==> config.mk <==
export PLATFORM = sky130hd
export DESIGN_NAME = lsu_rv64
export DESIGN_NICKNAME = d
export VERILOG_FILES = /design/src/rtl/lsu_rv64.sv
export SDC_FILE = /design/constraint.sdc
export NUM_CORES = 1
export LEC_CHECK = 0
export BUFFER_PORTS_ARGS = -buffer_cell sky130_fd_sc_hd__buf_2
export CAP_MARGIN = 20
export CELL_PAD_IN_SITES_DETAIL_PLACEMENT = 1
export CELL_PAD_IN_SITES_GLOBAL_PLACEMENT = 1
export CORE_MARGIN = 4
export CORE_UTILIZATION = 39
export CTS_BUF_LIST = sky130_fd_sc_hd__clkbuf_2 sky130_fd_sc_hd__clkbuf_4 sky130_fd_sc_hd__clkbuf_8
export CTS_CLUSTER_DIAMETER = 150
export DETAILED_ROUTE_END_ITERATION = 8
export GPL_ROUTABILITY_DRIVEN = 0
export HOLD_SLACK_MARGIN = 0.15
export PLACE_DENSITY = 0.89
export SETUP_SLACK_MARGIN = 0.2
export SLEW_MARGIN = 20
export SYNTH_ARGS = -nofsm -noshare
export SYNTH_HDL_FRONTEND = slang
export SYNTH_SLANG_ARGS = --single-unit
==> constraint.sdc <==
create_clock -name clk -period 2.4 [get_ports clk]
set_input_delay 0.24 -clock clk [delete_from_list [all_inputs] [get_ports clk]]
set_output_delay 0.24 -clock clk [all_outputs]
set_load 0.01 [all_outputs]
==> src/rtl/lsu_rv64.sv <==
// lsu_rv64: RV64 load/store unit sitting behind the execute ALU.
// Takes ALUResult as the effective byte address, runs one access at a time
// over a 64-bit req/gnt/rvalid data bus, aligns byte lanes, and sign/zero
// extends load data. Misaligned or illegal accesses trap without a bus cycle.
// Optional feature: define LSU_BUS_TIMEOUT_EN to abort an access with a
// BusError pulse after TIMEOUT_CYCLES cycles in REQ or WAIT.
`timescale 1ns/1ps

module lsu_rv64 #(
  parameter int TIMEOUT_CYCLES = 255
) (
  input  logic        clk,
  input  logic        rst_n,
  input  logic        ValidE,
  input  logic        MemRead,
  input  logic        MemWrite,
  input  logic [2:0]  Funct3,
  input  logic [63:0] ALUResult,
  input  logic [63:0] WriteData,
  output logic        Stall,
  output logic [63:0] LoadResult,
  output logic        LoadValid,
  output logic        Misaligned,
  output logic        BusError,
  output logic        DMemReq,
  output logic        DMemWe,
  output logic [63:0] DMemAddr,
  output logic [7:0]  DMemBe,
  output logic [63:0] DMemWData,
  input  logic        DMemGnt,
  input  logic        DMemRValid,
  input  logic [63:0] DMemRData
);

  typedef enum logic [1:0] {IDLE, REQ, WAIT, DONE} state_t;

`ifdef LSU_BUS_TIMEOUT_EN
  localparam bit TIMEOUT_EN = 1'b1;
`else
  localparam bit TIMEOUT_EN = 1'b0;
`endif

  // At least 8 bits, wide enough to hold TIMEOUT_CYCLES.
  localparam int CNT_W = ($clog2(TIMEOUT_CYCLES + 1) > 8) ? $clog2(TIMEOUT_CYCLES + 1) : 8;

  state_t           state;
  logic             start;
  logic             misaligned;
  logic             accept;
  logic [2:0]       off;
  logic [7:0]       be_next;
  logic [63:0]      wdata_next;
  logic             load_q;
  logic [2:0]       funct3_q;
  logic [2:0]       off_q;
  logic [63:0]      rdata_sh;
  logic [63:0]      load_ext;
  logic [CNT_W-1:0] wait_cnt;
  logic             timeout;

  // Byte-enable pattern for an access of the given size, before lane shift.
  function automatic logic [7:0] size_mask(input logic [1:0] sz);
    case (sz)
      2'd0:    return 8'h01;
      2'd1:    return 8'h03;
      2'd2:    return 8'h0F;
      default: return 8'hFF;
    endcase
  endfunction

  // A load wins when both MemRead and MemWrite are set.
  assign start  = ValidE & (MemRead | MemWrite);
  assign off    = ALUResult[2:0];
  assign accept = (state == IDLE) & start & ~misaligned;

  // Stall is combinational so the accepting cycle already holds upstream.
  assign Stall = accept | (state == REQ) | (state == WAIT);

  assign be_next    = size_mask(Funct3[1:0]) << off;
  assign wdata_next = WriteData << {off, 3'b000};
  assign rdata_sh   = DMemRData >> {off_q, 3'b000};

  // Alignment check by access size; Funct3=7 and unsigned-store encodings are illegal.
  always_comb begin
    // NOTE: default first so every path assigns and no latch is inferred.
    misaligned = 1'b0;
    case (Funct3)
      3'd1, 3'd5: misaligned = ALUResult[0];
      3'd2, 3'd6: misaligned = |ALUResult[1:0];
      3'd3:       misaligned = |ALUResult[2:0];
      3'd7:       misaligned = 1'b1;
      default:    misaligned = 1'b0;
    endcase
    if (!MemRead && Funct3[2]) misaligned = 1'b1;
  end

  // Sign/zero extension of the lane-shifted read data by captured Funct3.
  always_comb begin
    load_ext = rdata_sh;
    case (funct3_q)
      3'd0:    load_ext = {{56{rdata_sh[7]}},  rdata_sh[7:0]};
      3'd1:    load_ext = {{48{rdata_sh[15]}}, rdata_sh[15:0]};
      3'd2:    load_ext = {{32{rdata_sh[31]}}, rdata_sh[31:0]};
      3'd4:    load_ext = {56'd0, rdata_sh[7:0]};
      3'd5:    load_ext = {48'd0, rdata_sh[15:0]};
      3'd6:    load_ext = {32'd0, rdata_sh[31:0]};
      default: load_ext = rdata_sh;
    endcase
  end

  // Wait-cycle counter: cleared on entry to REQ or WAIT, counts while there.
  always_ff @(posedge clk or negedge rst_n) begin
    if (!rst_n) begin
      wait_cnt <= '0;
    end else if (accept || ((state == REQ) && DMemGnt)) begin
      wait_cnt <= '0;
    end else if ((state == REQ) || (state == WAIT)) begin
      wait_cnt <= wait_cnt + CNT_W'(1);
    end
  end

  // Timeout fires on the last allowed cycle unless the bus responds in it.
  assign timeout = TIMEOUT_EN &&
                   (((state == REQ) && !DMemGnt) || ((state == WAIT) && !DMemRValid)) &&
                   (wait_cnt == CNT_W'(TIMEOUT_CYCLES - 1));

  // Access FSM with registered bus signals and one-cycle status pulses.
  always_ff @(posedge clk or negedge rst_n) begin
    if (!rst_n) begin
      // NOTE: every state and capture register is reset so an aborted
      // access leaves nothing behind for a late gnt/rvalid to act on.
      state      <= IDLE;
      load_q     <= 1'b0;
      funct3_q   <= 3'd0;
      off_q      <= 3'd0;
      LoadResult <= '0;
      LoadValid  <= 1'b0;
      Misaligned <= 1'b0;
      BusError   <= 1'b0;
      DMemReq    <= 1'b0;
      DMemWe     <= 1'b0;
      DMemAddr   <= '0;
      DMemBe     <= '0;
      DMemWData  <= '0;
    end else begin
      // NOTE: non-blocking assignments keep all flops updating from the same
      // pre-edge values regardless of statement order.
      LoadValid  <= 1'b0;
      Misaligned <= 1'b0;
      BusError   <= 1'b0;
      case (state)
        IDLE: begin
          if (start && misaligned) begin
            Misaligned <= 1'b1;
          end else if (start) begin
            state     <= REQ;
            load_q    <= MemRead;
            funct3_q  <= Funct3;
            off_q     <= off;
            DMemReq   <= 1'b1;
            DMemWe    <= ~MemRead;
            DMemAddr  <= {ALUResult[63:3], 3'b000};
            DMemBe    <= be_next;
            DMemWData <= wdata_next;
          end
        end
        REQ: begin
          if (DMemGnt || timeout) begin
            DMemReq   <= 1'b0;
            DMemWe    <= 1'b0;
            DMemAddr  <= '0;
            DMemBe    <= '0;
            DMemWData <= '0;
            if (DMemGnt) begin
              state <= load_q ? WAIT : DONE;
            end else begin
              BusError <= 1'b1;
              state    <= DONE;
            end
          end
        end
        WAIT: begin
          if (DMemRValid) begin
            LoadResult <= load_ext;
            LoadValid  <= 1'b1;
            state      <= DONE;
          end else if (timeout) begin
            BusError <= 1'b1;
            state    <= DONE;
          end
        end
        default: begin
          state <= IDLE;
        end
      endcase
    end
  end

endmodule

; ---- Word-level counts from Yosys, hierarchy flattened
; Index checks and enable logic that the tools add are counted.
[word_totals]
output_inout_bits = 206
inputBits = 202
regBits = 213
elab_cells = 90
[op_classes]
eq_ne = 19
n_bitwise = 9
shifts = 3
n_reduce_logical = 15
muxes = 32
[ops]
columns = operator, n
row1 = one-hot mux 64 bit (6 select lines), 1
row2 = two-way mux 64 bit, 5
row3 = one-hot mux 64 bit (2 select lines), 2
row4 = << shifter 64 x 6 -> 64 bit, 1
row5 = >> shifter 64 x 6 -> 64 bit, 1
row6 = two-way mux 8 bit, 3
row7 = one-hot mux 8 bit (3 select lines), 1
row8 = "equality test 3 bit, second input constant", 6
row9 = one-hot mux 8 bit (2 select lines), 1
row10 = two-way mux 1 bit, 11
row11 = "equality test 3 x 2 -> 1 bit, second input constant", 3
row12 = two-way mux 2 bit, 4
row13 = "inequality test 2 bit, second input constant", 4
row14 = AND reduction 4 bit, 2
row15 = << shifter 8 x 3 -> 8 bit, 1
row16 = "equality test 3 x 1 -> 1 bit, second input constant", 2
row17 = one-hot mux 2 bit (3 select lines), 1
row18 = OR reduction 2 bit, 3
row19 = "equality test 2 x 1 -> 1 bit, second input constant", 2
row20 = "equality test 2 bit, second input constant", 2
row21 = zero test 2 bit, 2
row22 = one-hot mux 1 bit (2 select lines), 2
row23 = one-hot mux 1 bit (4 select lines), 1
row24 = bitwise AND 1 bit, 3
row25 = 9 further kinds, 14

; ---- Logic depth before layout (Yosys ltp)
; Gate-level depths: netlist of run 1.
[logic_depth]
depth_word = 8
ltp_mapped = 11
depth_no_buf = 7

; ---- Worst setup path before layout of run 1
; OpenSTA, ideal clock, no wires.
[synth_path]
kind = input-to-reg
startpoint = in ALUResult[2]
endpoint = reg DMemBe[0]
t_required_ns = 2.275
arrival_time_ns = 2.107
n_path_buf = 3
setup_time_ns = 0.125
cell_stages = 7
path_slack_ns = 0.168
path_cell_list = buf_2 > or4_1 > a2111o_1 > o32a_2 > buf_6 > buf_6 > mux2_4
[synth_between]
elab_chain_cells = 6
word_cells_on_any_way = 10
cone_classes = 1 x eq/ne / 1 x shift / 5 x mux / 3 x reduce/logical
[synth_rtl]
columns = item, line_no
row1 = from (decl), 18  ; input logic [63:0] ALUResult,
row2 = OR reduction 3 bit, 90  ; 3'd3: misaligned = |ALUResult[2:0];
row3 = one-hot mux 1 bit (4 select lines), 87  ; case (Funct3)
row4 = two-way mux 1 bit, 94  ; if (!MemRead && Funct3[2]) misaligned = 1'b1;
row5 = logical AND 1 bit, 153  ; if (start && misaligned) begin
row6 = inequality test 2 bit (no line), n/a
row7 = AND reduction 4 bit (no line), n/a
row8 = to (signal assigned), 163  ; DMemBe <= be_next;
row9 = to (decl), 28  ; output logic [7:0] DMemBe,
; Several ways; a longest one is shown, not always the timed one. The select of a mux whose other input is x is not followed.
; A chain may end at the register's enable or synchronous reset.

; ---- Worst setup path in the final report of run 1
[layout_path]
startpoint = reg state[1]
endpoint = reg DMemAddr[7]
[layout_between]
elab_chain_cells = 3
word_cells_on_any_way = 8
cone_classes = 4 x eq/ne / 1 x mux / 3 x reduce/logical
[layout_rtl]
columns = item, line_no
row1 = from (decl), 46  ; state_t state;
row2 = from (signal assigned), 175  ; state <= load_q ? WAIT : DONE;
row3 = equality test 2 x 1 -> 1 bit or zero test 2 bit (tied branches), 151  ; case (state)
row4 = inequality test 2 bit (no line) or nonzero test 2 bit (tied branches), n/a
row5 = AND reduction 4 bit (no line), n/a
row6 = to (signal assigned), 162  ; DMemAddr <= {ALUResult[63:3], 3'b000};
row7 = to (decl), 27  ; output logic [63:0] DMemAddr,
; Several ways; a longest one is shown, not always the timed one.

==> flow_metrics.py, run 1 <==
metrics = {
    "global_routing": {
        "grt.overflow.total": 0,
        "grt_pass1_wl_um": 78700,
        "grt_max_degree": 125,
        "grt_util_all_layers": 0.303,
        "antenna_found_initial": 10,
        "grt_pass1_vias": 13000,
    },
    "floorplan": {
        "num_rows": 62,
        "die_w_um": 181,
        "die_h_um": 181,
        "floorplan.initialDensity": 0.400,
        "ios": 408,
        "dieArea_sq_um": 32600,
        "coreArea_sq_um": 29000,
    },
    "cts": {
        "root_buffer": "clkbuf_8",
        "tritoncts": "built",
        "cts_buffers": 39,
        "clock_latency_ns": 0.54,
        "ctsLongestPathBuffers": 3,
        "htreeDepth": 2,
        "cts_num_sinks": 210,
        "path_clk_slew_ns": 0.06,
    },
    "logic_synthesis": {
        "synth_edf_count": 0,
        "yosysMostFrequentCell": "nand2_1",
        "synth_seq_cells": 210,
        "async_flop_share": 1.00,
        "yosysTopAreaCellShare": 0.453,
        "ys_seq_area_frac": 0.453,
        "ys.flop_type": "dfrtp_1",
        "synth_area_per_cell_sq_um": 9.61,
        "synthesis.area_sq_um": 11600,
        "synth_top_cell_by_area": "dfrtp_1",
        "synth_warnings": 0,
        "synthCells": 1207,
        "synth_area_leaders": "dfrtp_1, mux2i_1, nand2_1",
        "synth_cell_types": 52,
        "yosys-top-cells-count": "nand2_1, dfrtp_1, mux2i_1",
    },
    "job": {
        "maxCapViolCount": 0,
    },
    "run_status": {
        "status": "finished, final reports clean",
    },
    "critical_path": {
        "critical_path_required_ns": 2.79,
        "max_stage_delay_ns": 0.40,
        "path_cells": "inv_2 > buf_4 > ha_4 > nor2b_4 > a2111o_1 > o32a_2 > clkbuf_16 > nand2_1 > o21ai_0",
        "r2r-start": "state[1]",
        "critPathTopFamily": "compound AO/OA/AOI/OAI gates",
        "cp-end-kind": "flip-flop",
        "crit_arrival_ns": 2.78,
        "start_kind": "flip-flop",
        "slowest_stage": "a2111o_1",
        "worstPathMaxFanout": 31,
        "crit_start": "state[1]",
        "path_buf_inv": 3,
        "path_class": "reg2reg",
    },
    "timing": {
        "final-hold-violation-count": 0,
        "rsz0062_at_grt": "yes",
        "period_needed_ns": 2.39,
        "fmax_ghz": 0.418,
        "relSlewSlack": 0.436,
        "fin_crit_sh": 0.998,
        "finalSetupTns_ns": 0,
        "worst_slack_ns": 0.00588,
        "setup_viol": 0,
        "drv_slew": 0,
        "finalClockSkew_ns": 0.0274,
        "worst_slew_pin_slew_ns": 0.844,
    },
    "pwr": {
        "max-vdd-ir-drop_mv": 0.671,
        "p_leak_uw": 0.00822,
        "powerDensity_nw_per_um2": 1310,
    },
    "route": {
        "drt_wl_total_um": 60200,
        "wl_per_cell_um": 28.5,
        "postRouteAntennaNets": 0,
        "via_count": 13000,
        "drc": 0,
        "drtIter0Drc": 1467,
        "first_pass_iters": 5,
        "vias_per_cell": 6.14,
    },
    "cells_and_area": {
        "fin_nets": 1907,
        "drive_above_1_share": 0.383,
        "area_delta_synth_final_pct": 42.0,
    },
    "hold_path": {
        "holdCritPathClass": "in2reg",
        "min-delay-start": "WriteData[10]",
    },
    "place": {
        "dpl.hpwl_um": 33700,
        "io_buffers": 403,
        "dp_slack_ns": 0.0687,
    },
}
[worst min-delay path: cells and delay by family]
family / cells / cell delay (ns)
AO/OA/AOI/OAI: 2 / 0.28
buffers and inverters: 1 / 0.10
AND/OR/NAND/NOR: 1 / 0.05
[final timing paths]
check | cells past startpoint | slack, ns | end
setup / recovery | 9 | 0.006 | DMemAddr[7]
hold / removal | 4 | 0.19 | DMemWData[18]
setup reg to reg | 9 | 0.006 | DMemAddr[7]
min in group asynchronous | 2 | 0.30 | DMemWData[30]
hold reg to reg | 2 | 0.47 | DMemWData[63]
max in group asynchronous | 3 | 1.25 | DMemAddr[46]
[sequential cells by signal, summed over array words and instances, names as in the netlist, 2 cells and up]
name / count
LoadResult: 64
funct3_q: 3
DMemWData: 64
DMemAddr: 61
off_q: 3
DMemBe: 8
state: 2
[per-stage QoR]
step                      cell area (sq um)  hold slack, ns  instances   util  total power (uW)
after floorplan                       11600         -0.0556       1210      -             11700
final                                 16500           0.191       2111  0.568             21600
after detailed placement              14000           0.237       1924  0.482             15200
after global placement                14000           0.241       1924  0.482             14800
after CTS                             15600           0.160       2075  0.539             18900
after global routing                  16500           0.195       2110  0.568             22400
[what timing repair did]
action,CTS,global route
cloned,0,21
pin swaps,1,22
hold buffers,88,0
buffers inserted,4,7
gates resized for setup,11,96
setup endpoints to repair,65,183
hold endpoints to repair,169,0
[placed cells by master, fill, tap and decap left out, types with 11 or more instances in the layout]
cell	count
a211o_1	17
a211oi_1	24
a21oi_1	50
a22o_1	17
buf_2	400
buf_4	34
clkbuf_16	11
clkbuf_4	11
clkbuf_8	45
dfrtp_1	208
dlygate4sd3_1	88
mux2_2	42
mux2i_1	106
mux4_2	16
nand2_1	221
nand2_2	11
nand2b_1	27
nor2_1	66
nor2b_1	21
o21ai_0	52
o21ai_1	55
o21ai_2	14
o22a_1	24
o31ai_1	20
[layout make-up]
class                   instances  area, sq um
flip-flops and latches        210         5260
well taps                     384          480
clock buffers                  56          702
inverters                       8         32.5
clock inverters                 3         17.5
fillers                      3274        12500
diodes                          8         20.0
multi-input cells             886         6150
repair buffers                556         3820
[cell families after synthesis]
family | after synthesis | share of synthesized area
simple gates | 379 | 0.138
other cells | 1 | 0.000323
flops | 210 | 0.453
compound gates | 329 | 0.186
buf+inv | 116 | 0.0509
mux | 168 | 0.167
fa+ha+maj | 4 | 0.00431
[power breakdown]
part | leakage (uW) | internal, uW | switching [uW] | total (uW)
Clock | 0.000382 | 1850 | 1640 | 3500
Combinational | 0.00516 | 4870 | 6880 | 11800
Sequential | 0.00268 | 5020 | 1330 | 6340
[routing by layer]
layer / wire, um / track usage / part of all wire
met2: 28600 / 0.507 / 0.48
met4: 3740 / 0.149 / 0.062
met3: 5960 / 0.0672 / 0.099
met5: 28 / 0 / 0.00047
met1: 21800 / 0.370 / 0.36
Power figures use the tool's default switching activity.
==> inputs of run 2 (changes only) <==
CORE_UTILIZATION = 35   (was 39)
PLACE_DENSITY = 0.81   (was 0.89)
==> run 2 against run 1 <==
  * Hold slack got worse by 0.0071 ns
  * Power increased by 2.2%
  * Critical path depth is the same
  * First-iteration DRC count decreased by 40%
  * Cell area is 4.4% higher
  * Clock power up 6.3%
  * Clock skew down 0.0047 ns
  * Largest power group unchanged
==> flow_metrics.py, run 2 (synthesis results as in run 1) <==
metrics = {
    "run_status": {
        "status": "finished, final reports clean",
    },
    "cells_and_area": {
        "utilization": 0.527,
        "final_common_cell": "buf_2",
        "regArea_sq_um": 5260,
        "final_cell_mix": "buf_2, nand2_1, dfrtp_1",
        "reg_top3": "DMemWData: 64 flops, LoadResult: 64 flops, DMemAddr: 61 flops",
        "fin_nets": 1935,
        "fillers": 3731,
        "final_cell_area_sq_um": 17200,
        "multi_input_area_sq_um": 6380,
        "drive_above_1_share": 0.411,
        "area_delta_synth_final_pct": 48.2,
    },
    "floorplan": {
        "die_h_um": 190,
        "die_w_um": 190,
        "num_rows": 66,
        "floorplan.initialDensity": 0.356,
        "ios": 408,
        "coreArea_sq_um": 32600,
        "dieArea_sq_um": 36100,
    },
    "hold_path": {
        "holdCritPathClass": "in2reg",
        "min-delay-start": "WriteData[10]",
    },
    "critical_path": {
        "path_class": "reg2reg",
        "crit_start": "state[1]",
        "cp-end-kind": "flip-flop",
        "worstPathMaxFanout": 6,
        "r2r_slack_ns": 0.15,
        "critical_path_required_ns": 2.84,
        "r2r-start": "state[1]",
        "crit_arrival_ns": 2.69,
        "start_kind": "flip-flop",
    },
    "pwr": {
        "max-vdd-ir-drop_mv": 0.556,
        "powerDensity_nw_per_um2": 1280,
        "p_leak_uw": 0.00853,
    },
    "global_routing": {
        "grt_pass1_vias": 12900,
        "grt_util_all_layers": 0.272,
        "grt.overflow.total": 0,
        "antenna_found_initial": 5,
        "grt_max_degree": 91,
        "grt_pass1_wl_um": 77600,
    },
    "timing": {
        "drv_slew": 0,
        "rsz0062_at_grt": "yes",
        "finalClockSkew_ns": 0.0227,
        "relSlewSlack": 0.496,
        "fmax_ghz": 0.444,
        "setup_viol": 0,
        "final-hold-violation-count": 0,
        "fin_crit_sh": 0.939,
        "period_needed_ns": 2.25,
        "worst_slew_pin_slew_ns": 0.755,
    },
    "route": {
        "vias_per_cell": 5.62,
        "via_count": 12400,
        "drc": 0,
        "postRouteAntennaNets": 0,
        "drtIter0Drc": 884,
        "drt_wl_total_um": 55100,
        "first_pass_iters": 5,
        "wl_per_cell_um": 25.1,
    },
    "job": {
        "maxCapViolCount": 0,
    },
    "place": {
        "dpl.hpwl_um": 33800,
        "io_buffers": 403,
        "post_dp_cell_area_sq_um": 14100,
    },
    "cts": {
        "htreeDepth": 2,
        "tritoncts": "built",
        "ctsLongestPathBuffers": 3,
        "clock_latency_ns": 0.54,
        "root_buffer": "clkbuf_8",
        "path_clk_slew_ns": 0.06,
        "cts_buffers": 41,
        "cts_num_sinks": 210,
    },
}
run 2: critical path, stage by stage, from the launching register on:
cell and delay [ns]:
dfrtp_1 0.40, inv_2 0.11, ha_4 0.15, inv_2 0.04
buf_4 0.14, a2111o_1 0.44, o32a_4 0.34, buf_8 0.17
clkbuf_16 0.16, o31ai_4 0.21
run 2: power by group:
group	internal, uW	switching, uW
combinational	5350	6850
clock	2080	1640
sequential	5020	1130
total	12400	9620
run 2: final timing paths:
path | cells past startpoint | endpoint
worst min-delay path | 4 | DMemWData[26]
max in group asynchronous | 3 | off_q[1]
worst max-delay path | 9 | DMemWData[55]
worst max register to register | 9 | DMemWData[55]
worst min register to register | 2 | LoadResult[14]
min in group asynchronous | 2 | DMemWData[45]
run 2: layer usage:
layer | part of all wire | track usage
met1 | 0.38 | 0.334
met2 | 0.50 | 0.463
met3 | 0.077 | 0.0609
met4 | 0.045 | 0.117
met5 | 0.00049 | 0
run 2: through the flow:
| step | setup slack, ns | power [uW] | TNS, ns | std cells | hold slack (ns) |
|---|---|---|---|---|---|
| 4_1_cts | 0.0913 | 20000 | 0 | 2168 | 0.151 |
| 5_1_grt | 0.0903 | 23200 | 0 | 2198 | 0.220 |
| 6_report | 0.146 | 22100 | 0 | 2199 | 0.184 |
| 2_1_floorplan | 0.200 | 11700 | 0 | 1210 | -0.0556 |
| 3_3_place_gp | 0.0251 | 14800 | 0 | 1985 | 0.271 |
| 3_5_place_dp | -0.0999 | 15300 | -1.04 | 1985 | 0.283 |
run 2: timing repair:
action | CTS | global route
hold endpoints to repair | 170 | 0
setup endpoints to repair | 168 | 134
gates resized for setup | 34 | 137
setup buffers | 14 | 11
hold buffers | 97 | 0
cloned | 5 | 16
pin swaps | 5 | 8
run 2: final cells by class:
type | instances | area share
well taps | 442 | 0.0321
clock inverters | 3 | 0.00102
inverters | 8 | 0.00175
flip-flops and latches | 210 | 0.306
multi-input cells | 885 | 0.371
diodes | 4 | 0.000582
clock buffers | 64 | 0.0461
repair buffers | 583 | 0.242
==> inputs of run 3 (changes only) <==
SETUP_SLACK_MARGIN = 0.3   (was 0.2)
==> run 3 against run 2 <==
  * Global-route usage down 0.60 points
  * Core utilization down 0.51 points
  * Wire length up 0.42%
  * Critical path type is now reg2out
  * Register-to-register slack better by 0.06 ns
  * First-iteration DRC count up 6.6%
  * Flip-flop and latch count unchanged
  * Power down 0.88%
  * Cell area down 0.97%
  * Count of clock-buffer cells in the layout down 8
  * Critical path depth down 1
  * Clock power down 5.6%
==> flow_metrics.py, run 3 (synthesis results as in run 1) <==
metrics = {
    "run_status": {
        "status": "finished, final reports clean",
    },
    "route": {
        "via_count": 12400,
        "drc": 0,
        "postRouteAntennaNets": 0,
        "vias_per_cell": 5.63,
        "wl_per_cell_um": 25.2,
        "drtIter0Drc": 942,
        "first_pass_iters": 5,
        "drt_wl_total_um": 55300,
    },
    "cells_and_area": {
        "fin_nets": 1933,
        "reg_top3": "DMemWData: 64 flops, LoadResult: 64 flops, DMemAddr: 61 flops",
        "drive_above_1_share": 0.399,
        "regArea_sq_um": 5260,
        "final_cell_mix": "buf_2, nand2_1, dfrtp_1",
        "fillers": 3703,
        "final_cell_area_sq_um": 17000,
        "final_common_cell": "buf_2",
        "multi_input_area_sq_um": 6260,
        "area_delta_synth_final_pct": 46.8,
    },
    "timing": {
        "fin_crit_sh": 0.937,
        "fmax_ghz": 0.445,
        "period_needed_ns": 2.25,
        "drv_slew": 0,
        "rsz0062_at_grt": "yes",
        "final-hold-violation-count": 0,
        "finalClockSkew_ns": 0.0150,
        "finalSetupTns_ns": 0,
        "relSlewSlack": 0.489,
        "setup_viol": 0,
        "worst_slew_pin_slew_ns": 0.766,
    },
    "floorplan": {
        "coreArea_sq_um": 32600,
        "die_w_um": 190,
        "num_rows": 66,
        "dieArea_sq_um": 36100,
        "die_h_um": 190,
        "floorplan.initialDensity": 0.356,
        "ios": 408,
    },
    "global_routing": {
        "grt_pass1_wl_um": 76500,
        "grt_max_degree": 76,
        "grt.overflow.total": 0,
        "antenna_found_initial": 6,
        "grt_util_all_layers": 0.266,
        "grt_pass1_vias": 12900,
    },
    "cts": {
        "path_clk_slew_ns": 0.06,
        "root_buffer": "clkbuf_8",
        "ctsLongestPathBuffers": 3,
        "cts_num_sinks": 210,
        "htreeDepth": 2,
        "clock_latency_ns": 0.53,
        "cts_buffers": 39,
        "tritoncts": "built",
    },
    "pwr": {
        "p_comb_frac": 0.558,
        "p_leak_uw": 0.00843,
        "p_int_uw": 12300,
        "switching_share": 0.438,
        "max-vdd-ir-drop_mv": 0.578,
        "powerDensity_nw_per_um2": 1280,
        "clock_power_share": 0.161,
        "p_sw_uw": 9570,
        "seqPwrFrac": 0.282,
    },
    "critical_path": {
        "start_kind": "flip-flop",
        "path_class": "reg2out",
        "cp-end-kind": "output pin",
        "crit_arrival_ns": 2.01,
        "critical_path_required_ns": 2.16,
        "worstPathMaxFanout": 5,
    },
    "hold_path": {
        "holdCritPathClass": "in2reg",
    },
    "job": {
        "maxCapViolCount": 0,
    },
    "place": {
        "io_buffers": 403,
        "dpl.hpwl_um": 33500,
        "post_dp_cell_area_sq_um": 14100,
    },
}
==> run 3: cell types whose count changed in the layout (fill, tap and decap cells not counted), sizes merged <==
cell	before	now
and3	1	2
dlygate4sd3	97	96
diode	4	5
clkinv	3	5
clkinvlp	1	3
buf	475	473
clkbuf	74	68
==> run 3: timing repair <==
item,in CTS,in global routing
cloned,3,23
pin swaps,1,26
hold buffers,96,0
setup endpoints to repair,130,188
resized for setup,26,126
buffers inserted,6,13
endpoints found under the hold margin,173,0
==> run 3: worst max-delay path: stages (launching register included) <==
cell and delay (ns):
dfrtp_1 0.36, inv_2 0.07, ha_4 0.18, inv_4 0.07, or2_4 0.13, nor3_4 0.04, buf_6 0.14, or3_4 0.35
buf_6 0.13
==> run 3: power groups by stage <==
| stage | logic [uW] | registers (uW) | clock network, uW |
|---|---|---|---|
| 3_5_place_dp | 9230 | 6030 | 0 |
| 2_1_floorplan | 5340 | 6430 | 0 |
| 6_report | 12200 | 6160 | 3510 |
| 5_1_grt | 12900 | 6300 | 3740 |
| 4_1_cts | 9930 | 6010 | 3550 |
| 3_3_place_gp | 8930 | 5980 | 0 |
==> run 3: final cells by class <==
| class | count | share of cell area |
|---|---|---|
| Multi-Input combinational cell | 886 | 0.368 |
| Sequential cell | 210 | 0.309 |
| Timing Repair Buffer | 582 | 0.245 |
| Clock buffer | 56 | 0.0416 |
| Tap cell | 442 | 0.0325 |
| Clock inverter | 7 | 0.00250 |
| Inverter | 8 | 0.00191 |
| Antenna cell | 5 | 0.000734 |
==> run 3: routing by layer <==
metal	wire length (um)	part of all wire	up-vias	GRT usage
li1	-	-	5355	-
met2	27300	0.49	662	0.451
met3	4140	0.075	197	0.0543
met1	20900	0.38	6155	0.330
met5	13	0.00023	-	0
met4	3080	0.056	2	0.117
==> run 3: stage by stage <==
stage	total power [uW]	hold slack (ns)	std cells	worst slack (ns)	util
after floorplan	11800	-0.0556	1210	0.231	-
after global placement	14900	0.290	1987	0.114	0.432
after detailed placement	15300	0.290	1987	0.0444	0.432
after CTS	19500	0.155	2155	0.0954	0.492
after global routing	23000	0.183	2195	0.0540	0.522
final	21900	0.208	2196	0.152	0.522
==> run 3: final timing paths <==
| kind | slack, ns | startpoint | depth (start not counted) | to |
|---|---|---|---|---|
| worst min register to register | 0.47 | LoadResult[12] | 2 | LoadResult[12] |
| worst max-delay path | 0.15 | state[1] | 8 | Stall |
| max in group asynchronous | 1.32 | rst_n | 3 | LoadResult[11] |
| min in group asynchronous | 0.30 | rst_n | 2 | DMemWData[30] |
| worst max register to register | 0.21 | state[0] | 9 | DMemAddr[16] |
| worst min-delay path | 0.21 | WriteData[8] | 4 | DMemWData[16] |
